**src/rtl/coin_return_arb.sv**
```systemverilog
// Two-port coin-return arbiter: round-robin grant, then greedy 25/10/5 change
// payout as timed ejector pulses separated by a quiet gap.
module coin_return_arb #(
   parameter int unsigned PULSE_CYC = 8,
   parameter int unsigned GAP_CYC   = 8
) (
   input  logic       clk,
   input  logic       reset,
   input  logic [1:0] req,
   input  logic [8:0] amt0,
   input  logic [8:0] amt1,
   input  logic       empty_5,
   input  logic       empty_10,
   input  logic       empty_25,
   output logic [1:0] gnt,
   output logic       busy,
   output logic [1:0] done,
   output logic [8:0] residual,
   output logic       return_5,
   output logic       return_10,
   output logic       return_25
);

   typedef enum logic [2:0] {
      S_IDLE,
      S_PICK,
      S_PULSE,
      S_GAP,
      S_DONE
   } state_t;

   localparam logic [7:0] PULSE_LOAD = 8'(PULSE_CYC - 1);
   localparam logic [7:0] GAP_LOAD   = 8'(GAP_CYC - 1);

   state_t     state_q, state_d;
   logic [1:0] gnt_q, gnt_d;
   logic       busy_q, busy_d;
   logic [1:0] done_q, done_d;
   logic [8:0] residual_q, residual_d;
   logic [8:0] bal_q, bal_d;
   logic [7:0] cnt_q, cnt_d;
   logic [2:0] ret_q, ret_d;    // {return_25, return_10, return_5}
   logic       last_q, last_d;  // port served most recently
   logic       pick1;

   // Port 1 wins when it is alone, or when both ask and port 0 was served last.
   assign pick1 = req[1] & (~req[0] | ~last_q);

   always_comb begin
      state_d    = state_q;
      gnt_d      = gnt_q;
      done_d     = 2'b00;
      residual_d = residual_q;
      bal_d      = bal_q;
      cnt_d      = cnt_q;
      ret_d      = ret_q;
      last_d     = last_q;
      case (state_q)
         S_IDLE: begin
            if (req != 2'b00) begin
               state_d = S_PICK;
               gnt_d   = pick1 ? 2'b10 : 2'b01;
               bal_d   = pick1 ? amt1 : amt0;
            end
         end
         S_PICK: begin
            if (bal_q >= 9'd25 && !empty_25) begin
               ret_d   = 3'b100;
               bal_d   = bal_q - 9'd25;
               cnt_d   = PULSE_LOAD;
               state_d = S_PULSE;
            end else if (bal_q >= 9'd10 && !empty_10) begin
               ret_d   = 3'b010;
               bal_d   = bal_q - 9'd10;
               cnt_d   = PULSE_LOAD;
               state_d = S_PULSE;
            end else if (bal_q >= 9'd5 && !empty_5) begin
               ret_d   = 3'b001;
               bal_d   = bal_q - 9'd5;
               cnt_d   = PULSE_LOAD;
               state_d = S_PULSE;
            end else begin
               done_d     = gnt_q;
               residual_d = bal_q;
               state_d    = S_DONE;
            end
         end
         S_PULSE: begin
            if (cnt_q == 8'd0) begin
               ret_d   = 3'b000;
               cnt_d   = GAP_LOAD;
               state_d = S_GAP;
            end else begin
               cnt_d = cnt_q - 8'd1;
            end
         end
         S_GAP: begin
            if (cnt_q == 8'd0) begin
               state_d = S_PICK;
            end else begin
               cnt_d = cnt_q - 8'd1;
            end
         end
         S_DONE: begin
            last_d  = gnt_q[1];
            gnt_d   = 2'b00;
            state_d = S_IDLE;
         end
         default: begin
            state_d = S_IDLE;
            gnt_d   = 2'b00;
            ret_d   = 3'b000;
         end
      endcase
      busy_d = (state_d != S_IDLE);
   end

   always_ff @(posedge clk) begin
      if (reset) begin
         state_q    <= S_IDLE;
         gnt_q      <= 2'b00;
         busy_q     <= 1'b0;
         done_q     <= 2'b00;
         residual_q <= 9'd0;
         bal_q      <= 9'd0;
         cnt_q      <= 8'd0;
         ret_q      <= 3'b000;
         last_q     <= 1'b1;
      end else begin
         state_q    <= state_d;
         gnt_q      <= gnt_d;
         busy_q     <= busy_d;
         done_q     <= done_d;
         residual_q <= residual_d;
         bal_q      <= bal_d;
         cnt_q      <= cnt_d;
         ret_q      <= ret_d;
         last_q     <= last_d;
      end
   end

   assign gnt       = gnt_q;
   assign busy      = busy_q;
   assign done      = done_q;
   assign residual  = residual_q;
   assign return_25 = ret_q[2];
   assign return_10 = ret_q[1];
   assign return_5  = ret_q[0];

endmodule

```
**config.mk**
```make
export PLATFORM = sky130hd
export DESIGN_NAME = coin_return_arb
export DESIGN_NICKNAME = d
export VERILOG_FILES = /design/src/rtl/coin_return_arb.sv
export SDC_FILE = /design/constraint.sdc
export NUM_CORES = 1
export LEC_CHECK = 0
export ABC_AREA = 1
export BUFFER_PORTS_ARGS = -buffer_cell sky130_fd_sc_hd__clkbuf_2
export CAP_MARGIN = 20
export CELL_PAD_IN_SITES_DETAIL_PLACEMENT = 1
export CELL_PAD_IN_SITES_GLOBAL_PLACEMENT = 1
export CORE_ASPECT_RATIO = 0.5
export CORE_MARGIN = 2
export CORE_UTILIZATION = 40
export DETAILED_ROUTE_END_ITERATION = 8
export GPL_ROUTABILITY_DRIVEN = 0
export PLACE_DENSITY_LB_ADDON = 0.05
export SLEW_MARGIN = 10
export SYNTH_ARGS = -nofsm -noshare
export SYNTH_HDL_FRONTEND = slang
export SYNTH_SLANG_ARGS = --single-unit
export TNS_END_PERCENT = 50
```
**constraint.sdc**
```tcl
create_clock -name clk -period 5.04 [get_ports clk]
set_input_delay 0.504 -clock clk [delete_from_list [all_inputs] [get_ports clk]]
set_output_delay 0.504 -clock clk [all_outputs]
set_load 0.01 [all_outputs]
```
# Yosys cells after proc, flatten, opt, wreduce, memory -nomap -nowiden
# Index checks and enable logic that the tools add are counted.
classes:
  add_sub_neg: 4
  n_mul: 0
  div_mod_pow: 0
  n_lt_le_gt_ge: 3
  n_eq_ne: 8
  n_shift: 0
  mux: 27
  bitwise: 10
  n_reduce_logical: 20
ops:
  columns: ["operator", "n"]
  rows:
  - ["two-way mux 9 bit", 5]
  - ["two-way mux 8 bit", 5]
  - ["two-way mux 3 bit", 10]
  - ["one-hot mux 8 bit (3 select lines)", 1]
  - ["one-hot mux 9 bit (2 select lines)", 1]
  - ["one-hot mux 3 bit (4 select lines)", 1]
  - [">= comparator 9 x 3 -> 1 bit (second input constant)", 1]
  - [">= comparator 9 x 4 -> 1 bit (second input constant)", 1]
  - [">= comparator 9 x 5 -> 1 bit (second input constant)", 1]
  - ["one-hot mux 3 bit (3 select lines)", 1]
  - ["AND reduction 3 bit", 3]
  - ["subtractor 9 x 3 -> 9 bit (second input constant)", 1]
  - ["subtractor 9 x 4 -> 9 bit (second input constant)", 1]
  - ["subtractor 9 x 5 -> 9 bit (second input constant)", 1]
  - ["zero test 8 bit", 1]
  - ["NOT 1 bit", 8]
  - ["subtractor 8 x 1 -> 8 bit (second input constant)", 1]
  - ["equality test 3 x 2 -> 1 bit (second input constant)", 2]
  - ["!= test 2 bit (second input constant)", 3]
  - ["nonzero test 3 bit", 2]
  - ["OR reduction 3 bit", 2]
  - ["OR reduction 5 bit", 1]
  - ["two-way mux 2 bit", 2]
  - ["!= test 4 bit (second input constant)", 1]
  - ["11 further kinds", 16]
totals:
  regBits: 38
  latchBits: 0
  ramBits: 0
  mem_bits_ro: 0
  output_inout_bits: 17
  mem_count: 0

# Logic depth before layout (Yosys ltp)
# Gate-level depths: netlist of the first run.
logic_depth:
  word_depth: 7
  depth_mapped: 17
  depth_no_buf: 16

# Worst setup path before layout of the first run
# Ideal clock, no wire load.
synth_path:
  path_kind: "flip-flop to flip-flop"
  start: "register bal_q[1]"
  end: "register bal_q[0]"
  setup_time_ns: 0.114
  arrival_ns: 1.701
  path_slack_ns: 3.225
  stages_incl_launch_ff: 17
  path_buffers: 1
  period_less_slack_ns: 1.815
  cell_sequence: "dfxtp_1 -> inv_1 -> ha_1 -> inv_2 -> nand2_1 -> nand2_1 -> nor2_2 -> nand2_4 -> nand2_4 -> buf_8 -> nand2_4 -> nor2_4 -> nand2_4 -> nand2_1 -> nand2_1 -> nand2_1 -> nor2_2"
synth_via:
  elab_chain_cells: 5
synth_rtl:
  columns: ["item", "line", "source"]
  rows:
  - ["start, declared", "40", "logic [8:0] bal_q, bal_d;"]
  - ["start signal, assigned", "135", "bal_q <= bal_d;"]
  - [">= comparator 9 x 4 -> 1 bit", "72", "end else if (bal_q >= 9'd10 && !empty_10) begin"]
  - ["logical AND 1 bit", "72", null]
  - ["two-way mux 9 bit", "72", null]
  - ["two-way mux 9 bit", "67", "if (bal_q >= 9'd25 && !empty_25) begin"]
  - ["one-hot mux 9 bit (2 select lines)", "58", "case (state_q)"]
# Parallel ways exist; a longest one is shown, timed or not.
# A chain may end at the register's enable or synchronous reset.

# Final worst setup path of the first run
layout_path:
  start: "register bal_q[1]"
  end: "register residual_q[7], in the netlist residual[7]"
layout_via:
  elab_chain_cells: 4
layout_rtl:
  columns: ["item", "line", "source"]
  rows:
  - [">= comparator 9 x 3 -> 1 bit (tied with other cells)", "77", "end else if (bal_q >= 9'd5 && !empty_5) begin"]
  - ["logical AND 1 bit (on tied branches)", "77, 67, 72", null]
  - ["NOT 1 bit (no source line)", null, null]
  - ["AND reduction 4 bit (no source line) *", null, null]
  - ["end signal, assigned", "134", "residual_q <= residual_d;"]
  - ["end, declared", "39", "logic [8:0] residual_q, residual_d;"]
# Every way passes the cells marked *; elsewhere a longest branch is shown, timed or not.

==> results of run 1 <==
power groups by stage:
| stage | Sequential (mW) | Combinational [mW] | Clock [mW] |
|---|---|---|---|
| after floorplan | 0.478 | 1.16 | 0 |
| after global placement | 0.509 | 1.40 | 0 |
| after detailed placement | 0.517 | 1.45 | 0 |
| after CTS | 0.513 | 1.47 | 0.366 |
| after global routing | 0.527 | 1.66 | 0.380 |
| final | 0.514 | 1.47 | 0.361 |
stage by stage:
| step | cells | util (%) | power (mW) | worst slack (ps) |
|---|---|---|---|---|
| 3_3_place_gp | 547 | 44.6 | 1.91 | 2740 |
| 2_1_floorplan | 427 | - | 1.64 | 3220 |
| 3_5_place_dp | 547 | 44.6 | 1.97 | 2490 |
| 4_1_cts | 555 | 47.0 | 2.35 | 2430 |
| 6_report | 555 | 47.0 | 2.34 | 2460 |
| 5_1_grt | 555 | 47.0 | 2.57 | 2130 |
worst max-delay path, cell delays in order, from the launching register on:
cell and delay (ps):
dfxtp_1 360, inv_1 190, ha_1 300, inv_2 70, nand2_1 60, nand2_1 90, nor2_2 150, nand2_4 90
nand2_4 160, nand3_2 140, nor2_2 580, o21ai_1 120, a21oi_1 170
cells in the final DEF, fill, tap and decap left out:
| cell | n |
|---|---|
| nand4_1 | 4 |
| nand3_2 | 2 |
| clkbuf_16 | 5 |
| o21ai_0 | 12 |
| or2_2 | 3 |
| inv_1 | 30 |
| o211ai_1 | 3 |
| o21ai_1 | 16 |
| nand3_1 | 25 |
| clkinv_1 | 1 |
| nor2_1 | 43 |
| nor3_1 | 2 |
| inv_4 | 3 |
| a21oi_2 | 4 |
| clkbuf_2 | 41 |
| nor3_4 | 1 |
| a21oi_1 | 36 |
| nor2_4 | 3 |
| dfxtp_1 | 38 |
| xor2_1 | 14 |
| o211a_1 | 1 |
| nand2_1 | 127 |
| xnor2_1 | 3 |
| inv_2 | 9 |
| nand2_2 | 7 |
| nor2_2 | 4 |
| o21bai_1 | 2 |
| nand3b_1 | 3 |
| ha_1 | 8 |
| clkbuf_1 | 2 |
| and3_1 | 2 |
| bufinv_16 | 1 |
| nand2_4 | 7 |
| clkinv_2 | 1 |
cell type report:
type	count	area share, %
well taps	92	3.67
inverters	44	5.54
flip-flops and latches	38	24.2
multi-input cells	332	54.8
clock inverters	1	0.957
repair buffers	41	6.54
clock buffers	7	4.22
worst paths after layout:
check | slack (ps) | endpoint | cells after the start | startpoint
max | 2460 | residual[7]$_SDFFE_PP0P_ | 12 | bal_q[1]$_SDFFE_PP0P_
min | 460 | ret_q[0]$_SDFFE_PP0P_ | 2 | ret_q[0]$_SDFFE_PP0P_
max reg2reg | 2460 | residual[7]$_SDFFE_PP0P_ | 12 | bal_q[1]$_SDFFE_PP0P_
min reg2reg | 460 | ret_q[0]$_SDFFE_PP0P_ | 2 | ret_q[0]$_SDFFE_PP0P_
flip-flops by register name, summed over array words and instances, names as in the netlist:
name      flops
ret_q         3
residual      9
bal_q         9
busy          1
state_q       3
done          2
cnt_q         8
last_q        1
gnt           2
per-layer routing:
metal	vias to the layer above	track usage, %
met5	-	0
li1	1430	-
met4	0	6.75
met3	11	5.66
met2	25	43.8
met1	1371	29.7
kinds of logic (layout without fill, tap and decap cells):
family | count (synthesis) | count (layout) | synth area share (%)
and+or+nand+nor | 233 | 233 | 39.0
AOI/OAI and AO/OA | 74 | 74 | 14.7
buffers and inverters | 57 | 93 | 9.57
DFF | 38 | 38 | 27.7
xor gates and xnor gates | 17 | 17 | 5.42
adders and majority gates | 8 | 8 | 3.65
==> run_results.csv, run 1 <==
group,metric,value,unit
outcome,status,"complete, no violations",
logic_synthesis,synthCells,427,
placement,io_buffers,41,
logic_synthesis,yosysSeqAreaShare,27.7,%
final_layout,final-seq-area,761,µm²
setup_path,cp.arrival,2780,ps
clocking,cts_sinks,38,
clocking,numCtsBuffers,5,
route,wl_per_cell,15.5,µm
global_route,antenna_found_initial,0,
pwr,leakagePower,1.56,nW
pwr,irDropWorstVdd,0.210,mV
global_route,grt_max_degree,25,
route,dr_wl_met3,270,µm
setup_path,required,5250,ps
die,die_h,62.6,µm
die,coreArea,0.00667,mm²
timing,max_freq,388,MHz
route,met2_length,4250,µm
final_layout,syn_to_final_growth,14.4,%
pwr,p_int,1.11,mW
global_route,grt_pass1_wl,14800,µm
logic_synthesis,synth_fp_nets,460,
timing,skew,4.42,ps
die,start_util,41.1,%
route,viasPerCell,5.11,
route,wirelength,8600,µm
timing,min_period,2580,ps
clocking,cts_root_buf,"clkbuf_16",
placement,dp_hpwl,6750,µm
clocking,cts_tree,"built",
setup_path,crit_type,"reg2reg",
die,die_area,0.00758,mm²
logic_synthesis,yosys-top-cells-count,"nand2_1 (127), nor2_1 (43), dfxtp_1 (38)",
pwr,switchingPower,1.23,mW
setup_path,path_max_fanout,20,
final_layout,antenna_cells,0,
clocking,ctsHoldBuffers,0,
route,wl_met1,3960,µm
placement,post_dp_cell_area,0.00298,mm²
route,dr.pass1.iters,4,
clocking,post-cts-setup-buffers,0,
logic_synthesis,yosys_warnings,0,
timing,setup_tns,0,ps
die,rows,21,
pwr,pwr_density_cell,746,mW/mm²
logic_synthesis,synth_enable_flop_cells,0,
clocking,cts_buffer_depth,2,
route,dr.max_layer_used,"met4",
timing,drv_slew,0,
clocking,cts.clk_slew.worst_paths,60,ps
final_layout,drive_above_1_share,19.7,%
pwr,power_frac_seq,21.9,%
global_route,gr-total-overflow,0,
timing,rsz0062_at_grt,"no",
logic_synthesis,synth_top_area_share,27.7,%
final_layout,fill_cells,936,
pwr,p_clk_share,15.4,%
route,drt_iter0_markers,119,
final_layout,nets,495,
logic_synthesis,synth_ff_type,"dfxtp_1",
timing,finalSetupViolCount,0,
pwr,p_sw_share,52.4,%
pwr,power_frac_comb,62.7,%
route,route.detailed.drc,0,
setup_path,startpoint_type,"register",
die,die_w,121,µm
logic_synthesis,synthTopCellsByArea,"dfxtp_1 (28%), nand2_1 (17%), a21oi_1 (6.6%)",
setup_path,end_kind,"register",
clocking,htree_num_levels,2,
timing,slew_headroom,46.3,%
logic_synthesis,synth-async-reset-ratio,0,%
hold_path,hp-class,"reg2reg",
timing,finalHoldViolations,0,
clocking,clock_latency,290,ps
logic_synthesis,ys_ff_latch,38,
logic_synthesis,syn_area_per_cell,6.43,µm²
timing,fin_hold_ws,463,ps
timing,worst_pin_slew,798,ps
logic_synthesis,netlist-cell-type-count,36,
logic_synthesis,syn_area,0.00275,mm²
global_route,grt_pass1_vias,3098,
global_route,grt_usage,24.6,%
die,io_pins,42,
clocking,cts-resized-gates,0,
final_layout,design_area,0.00314,mm²
job,cap_violations,0,
final_layout,multi_input_area,0.00172,mm²
logic_synthesis,synth_most_common_cell,"nand2_1",
route,ant_nets,0,
logic_synthesis,post-synth-top-area-cell,"dfxtp_1",
timing,post-route-period-util,51.1,%
route,vias,2837,
Note: power is estimated with default switching activity, not from simulation.
==> run 2, diff against run 1 <==
ABC_AREA = 0   (was 1)
clock period = 2.5 ns   (was 5.04 ns; I/O delays follow)
==> run 2 against run 1 <==
Net effect: cell count down 27%; routed wire length fell by 12%; register-to-register slack worse by 2400 ps; power up 94%; via count decreased by 18%; synthesized cell count is 38% lower; design area is 2.5% lower; global-route usage is 0.81 points lower; highest routed layer unchanged; area after synthesis fell by 16%; combinational power rose by 88%; largest cell class unchanged.
==> run_results.csv, run 2 <==
group,metric,value,unit
timing,fin_hold_ws,327,ps
final_layout,nets,365,
timing,skew,6.22,ps
clocking,cts_tree,"built",
timing,worst_pin_slew,582,ps
pwr,p_clk_share,16.3,%
placement,io_buffers,41,
timing,min_period,2470,ps
logic_synthesis,ys_ff_latch,38,
global_route,grt_pass1_vias,2384,
setup_path,r2r_start,"bal_q[1]$_SDFFE_PP0P_",
placement,dp.cells,398,
timing,finalSetupViolCount,0,
clocking,htree_num_levels,2,
pwr,pwr_density_cell,1480,mW/mm²
logic_synthesis,synth-async-reset-ratio,0,%
logic_synthesis,syn_area_per_cell,8.73,µm²
logic_synthesis,yosysSeqAreaShare,33.0,%
setup_path,required,2710,ps
pwr,leakagePower,1.24,nW
final_layout,antenna_cells,0,
die,die_w,111,µm
setup_path,cp-startpoint,"bal_q[1]$_SDFFE_PP0P_",
final_layout,drive_above_1_share,33.7,%
logic_synthesis,netlist-cell-type-count,58,
setup_path,r2r_cells,9,
setup_path,cp.arrival,2680,ps
placement,dp_slack,-54.2,ps
clocking,post-cts-setup-buffers,0,
setup_path,ff2ff_setup_slack,30,ps
route,viasPerCell,5.73,
timing,post-route-period-util,98.8,%
global_route,gr-total-overflow,0,
setup_path,end_kind,"register",
pwr,switchingPower,1.99,mW
pwr,p_int,2.55,mW
route,wl_per_cell,18.7,µm
logic_synthesis,synth_top_area_share,33.0,%
final_layout,fill_cells,662,
route,ant_nets,0,
timing,setup_tns,0,ps
global_route,antenna_found_initial,0,
final_layout,stdcell_count,405,
die,die_area,0.00643,mm²
route,drt_iter0_markers,114,
logic_synthesis,synthCells,264,
clocking,cts_root_buf,"clkbuf_16",
route,vias,2322,
pwr,power_frac_comb,60.9,%
setup_path,crit_type,"reg2reg",
timing,slew_headroom,60.9,%
setup_path,critPathCapture,"bal_q[4]$_SDFFE_PP0P_",
clocking,numCtsBuffers,5,
timing,drv_slew,0,
setup_path,startpoint_type,"register",
global_route,grt_usage,23.8,%
outcome,status,"complete, no violations",
logic_synthesis,syn_area,0.00231,mm²
route,wirelength,7580,µm
pwr,p_sw_share,43.9,%
clocking,cts_sinks,38,
pwr,power_frac_seq,22.7,%
logic_synthesis,synth_enable_flop_cells,0,
setup_path,worstReg2RegEnd,"bal_q[4]$_SDFFE_PP0P_",
timing,rsz0062_at_grt,"yes",
logic_synthesis,synth_ff_type,"dfxtp_1",
placement,dp_hpwl,5660,µm
setup_path,path_max_fanout,3,
route,route.detailed.drc,0,
job,cap_violations,0,
logic_synthesis,synth_fp_nets,297,
die,io_pins,42,
route,dr.pass1.iters,4,
die,start_util,41.8,%
clocking,ctsHoldBuffers,0,
clocking,cts_buffer_depth,2,
final_layout,syn_to_final_growth,32.7,%
timing,layout_setup_ws,29.5,ps
logic_synthesis,yosys-top-cells-count,"dfxtp_1 (38), nor2_1 (34), mux2i_1 (16), nand2_1 (16), a21oi_1 (13)",
logic_synthesis,synth_most_common_cell,"dfxtp_1",
final_layout,final-seq-area,767,µm²
logic_synthesis,post-synth-top-area-cell,"dfxtp_1",
global_route,grt_pass1_wl,12000,µm
final_layout,final_cell_mix,"clkbuf_2 (41), dfxtp_1 (35), nor2_1 (34)",
hold_path,worstHoldStart,"reset",
global_route,grt_max_degree,21,
clocking,clock_latency,280,ps
timing,max_freq,405,MHz
hold_path,hp-class,"in2reg",
clocking,cts.clk_slew.worst_paths,60,ps
final_layout,multi_input_area,0.00155,mm²
final_layout,layout_commonest_cell,"clkbuf_2",
die,rows,19,
logic_synthesis,yosys_warnings,0,
timing,finalHoldViolations,0,
die,coreArea,0.00552,mm²
pwr,irDropWorstVdd,0.644,mV
logic_synthesis,synthTopCellsByArea,"dfxtp_1 (33%), mux2i_1 (6.9%), nor2_1 (5.5%)",
die,die_h,57.7,µm
## run 2: cell count changes after synthesis, moves of 8 or more
cell,before,now
nand2_1,127,16
a21oi_1,36,13
inv_1,30,7
nand3_1,25,3
mux2i_1,0,16
o21ai_1,16,0
xor2_1,14,0
a211oi_1,0,10
inv_2,9,0
nor2_1,43,34
nand2b_1,0,8
## run 2: power groups by stage
stage | clock (mW) | combinational, mW | sequential, mW
detailed placement | 0 | 2.56 | 1.02
CTS | 0.757 | 2.62 | 1.01
global placement | 0 | 2.48 | 1.00
floorplan | 0 | 1.64 | 0.985
global route | 0.786 | 2.98 | 1.06
finish | 0.741 | 2.76 | 1.03
## run 2: final cells by class
class                      instances  area share [%]
multi-input combinational        207            50.7
sequential                        38            25.1
timing repair buffer              73            14.8
tap                               73            2.98
inverter                           7           0.940
clock inverter                     1           0.981
clock buffer                       6            4.54
## run 2: worst max-delay path: stages (launching register included)
cell,delay [ps]
dfxtp_2,340
inv_4,80
ha_4,130
or3b_4,380
buf_6,130
a211oi_4,260
o32ai_2,110
a221o_1,410
or4_4,430
a31oi_1,140
## run 2: timing repair
action                                  CTS  global route
pin swaps                                 5             6
endpoints found under the setup margin    5            21
gates resized for setup                   6            17
gates cloned                              0             0
## run 2: how the worst min path moves through the flow
stage | cells after the start | to | slack, ps
final | 2 | bal_q[3]$_SDFFE_PP0P_ | 330
after global routing | 2 | cnt_q[0]$_SDFFE_PP0P_ | 350
after CTS | 2 | bal_q[3]$_SDFFE_PP0P_ | 310
after detailed placement | 1 | cnt_q[0]$_SDFFE_PP0P_ | 460
after global placement | 2 | ret_q[0]$_SDFFE_PP0P_ | 450
after floorplan | 1 | cnt_q[0]$_SDFFE_PP0P_ | 440
## run 2: logic make-up (layout without fill, tap and decap cells)
group	after synthesis	in the layout	share of synthesized area (%)
multiplexers	18	18	7.92
AND/OR/NAND/NOR	100	100	23.0
buffers and inverters	19	87	3.20
XOR/XNOR	6	6	2.28
flip-flops	38	38	33.0
adder cells (fa/ha/maj)	8	8	4.34
AO/OA/AOI/OAI	75	75	26.3
## run 2: per-layer routing
layer  routed length, µm  GRT usage [%]  part of all wire [%]  up-vias
li1                    -              -                     -     1120
met1                3580           30.9                    47     1131
met2                3570           40.5                    47       58
met3                 321           6.07                   4.2       13
met4                 105           6.17                   1.4        0
met5                   0              0                     0        -
## run 2: metrics by stage
step	total power [mW]	util, %	area [µm²]
floorplan	2.62	-	2310
global placement	3.48	50.7	2800
detailed placement	3.58	50.7	2800
CTS	4.39	54.0	2980
global route	4.83	55.5	3060
finish	4.54	55.5	3060
==> run 3, diff against run 2 <==
ABC_AREA = 1   (was 0)
==> run 3 against run 2 <==
Net effect: register-to-register slack better by 190 ps; utilization is 8.1 points lower; routed wire length is 13% higher; power is 3.5% higher; critical path depth is 4 higher; maximum frequency is 8.5% higher; worst hold slack better by 24 ps; clock skew is 2.9 ps lower; critical endpoint is now bal_q[8]$_SDFFE_PP0P_; largest cell class unchanged.
==> run_results.csv, run 3 (synthesis gave the netlist of run 1 again) <==
group,metric,value,unit
setup_path,crit_path_top_delay_cell,"o21ai_0",
placement,io_buffers,41,
die,rows,21,
setup_path,startpoint_type,"register",
clocking,cts.clk_slew.worst_paths,60,ps
clocking,clock_latency,290,ps
route,route.detailed.drc,0,
clocking,cts_tree,"built",
placement,dp.cells,551,
route,ant_nets,0,
setup_path,path_max_fanout,5,
final_layout,final_cell_mix,"nand2_1 (127), nor2_1 (43), clkbuf_2 (41)",
die,io_pins,42,
global_route,grt_pass1_vias,2930,
setup_path,r2r_cells,13,
clocking,cts_buffer_depth,2,
timing,post-route-period-util,91.1,%
pwr,power,4.70,mW
global_route,gr-total-overflow,0,
setup_path,cp_num_buf_inv,2,
timing,finalHoldViolations,0,
clocking,ctsHoldBuffers,0,
route,drt_iter0_markers,95,
timing,skew,3.34,ps
die,die_w,121,µm
route,viasPerCell,5.11,
clocking,cts_root_buf,"clkbuf_16",
final_layout,nets,499,
route,wirelength,8590,µm
timing,rsz0062_at_grt,"no",
hold_path,hp-class,"in2reg",
die,die_h,62.6,µm
setup_path,path_delay_family,"compound AO/OA/AOI/OAI gates",
final_layout,multi_input_area,0.00172,mm²
global_route,grt_usage,23.8,%
clocking,cts_sinks,38,
global_route,antenna_found_initial,0,
outcome,status,"complete, no violations",
setup_path,crit_top_cell,"nand2_1",
pwr,switchingPower,2.49,mW
die,coreArea,0.00667,mm²
hold_path,whs_path_depth,2,
job,cap_violations,0,
pwr,power_frac_seq,22.1,%
pwr,pwr_density_cell,1490,mW/mm²
setup_path,crit_type,"reg2reg",
setup_path,path_depth,13,
setup_path,cp.arrival,2500,ps
setup_path,cp-startpoint,"bal_q[0]$_SDFFE_PP0P_",
final_layout,drive_above_1_share,21.2,%
timing,max_freq,439,MHz
final_layout,final-seq-area,761,µm²
pwr,p_clk_share,14.2,%
timing,drv_slew,0,
final_layout,stdcell_count,559,
placement,dp_hpwl,6540,µm
route,dr.pass1.iters,4,
timing,setup_tns,0,ps
hold_path,worstHoldStart,"reset",
route,vias,2856,
pwr,leakagePower,1.57,nW
clocking,numCtsBuffers,5,
final_layout,fill_cells,940,
setup_path,required,2720,ps
timing,slew_headroom,49.3,%
pwr,irDropWorstVdd,0.415,mV
setup_path,slowest_delay,500,ps
clocking,htree_num_levels,2,
die,start_util,41.1,%
timing,worst_pin_slew,760,ps
final_layout,antenna_cells,0,
pwr,power_frac_comb,63.8,%
setup_path,cp_cell_sequence,"inv_1, ha_1, o21ai_0, inv_1, nand2_1, nand2_1, nand2_1, nand2_1, nand2_1, nand2_1, nand2_1, nand2_1, a21oi_1",
timing,fin_hold_ws,351,ps
global_route,grt_pass1_wl,14200,µm
timing,finalSetupViolCount,0,
final_layout,syn_to_final_growth,15.1,%
setup_path,end_kind,"register",
route,wl_per_cell,15.4,µm
die,die_area,0.00758,mm²
final_layout,layout_commonest_cell,"nand2_1",
pwr,p_int,2.20,mW
pwr,p_sw_share,53.1,%
timing,min_period,2280,ps
global_route,grt_max_degree,25,
setup_path,r2r_start,"bal_q[0]$_SDFFE_PP0P_",
[run 3: through the flow]
step / util (%) / setup slack [ps] / cell area, µm²
after floorplan: - / 685 / 2750
after global placement: 45.1 / 314 / 3010
after detailed placement: 45.1 / 232 / 3010
after CTS: 47.3 / 222 / 3160
after global routing: 47.4 / 9.32 / 3160
final: 47.4 / 222 / 3160
[run 3: what timing repair did]
action / 4_1_cts / 5_1_grt
setup buffers: 0 / 0
setup endpoints to repair: 0 / 9
resized for setup: 0 / 2
[run 3: worst reg2reg max path: stages, from the launching register on]
cell	delay, ps
dfxtp_1	460
inv_1	180
ha_1	270
o21ai_0	500
inv_1	150
nand2_1	90
nand2_1	50
nand2_1	80
nand2_1	50
nand2_1	70
nand2_1	50
nand2_1	60
nand2_1	80
a21oi_1	130
[run 3: per-layer routing]
layer  GRT usage (%)  routed length [µm]  vias up  part of all wire (%)
met1            30.6                4110     1365                    48
met2            40.7                4100       36                    48
met5               0                   0        -                     0
met4            6.47                  95        0                   1.1
li1                -                   -     1445                     -
met3            4.74                 285       10                   3.3
[run 3: worst paths after layout]
| kind | slack (ps) | endpoint |
|---|---|---|
| setup / recovery | 220 | bal_q[8]$_SDFFE_PP0P_ |
| hold reg to reg | 470 | ret_q[0]$_SDFFE_PP0P_ |
| setup reg to reg | 220 | bal_q[8]$_SDFFE_PP0P_ |
| hold / removal | 350 | cnt_q[2]$_SDFFE_PP0P_ |
[run 3: final cells by class]
cell class              instances  area share (%)
multi-input cells             332            54.6
clock buffers                   6            4.39
well taps                      92            3.64
inverters                      44            5.50
repair buffers                 45            7.44
clock inverters                 2           0.396
flip-flops and latches         38            24.1
[run 3: power groups by stage]
stage	logic [mW]	clock network (mW)	registers [mW]
6_report	2.99	0.665	1.04
5_1_grt	3.38	0.708	1.06
4_1_cts	2.98	0.677	1.03
3_5_place_dp	2.95	0	1.05
3_3_place_gp	2.86	0	1.04
2_1_floorplan	2.34	0	0.964
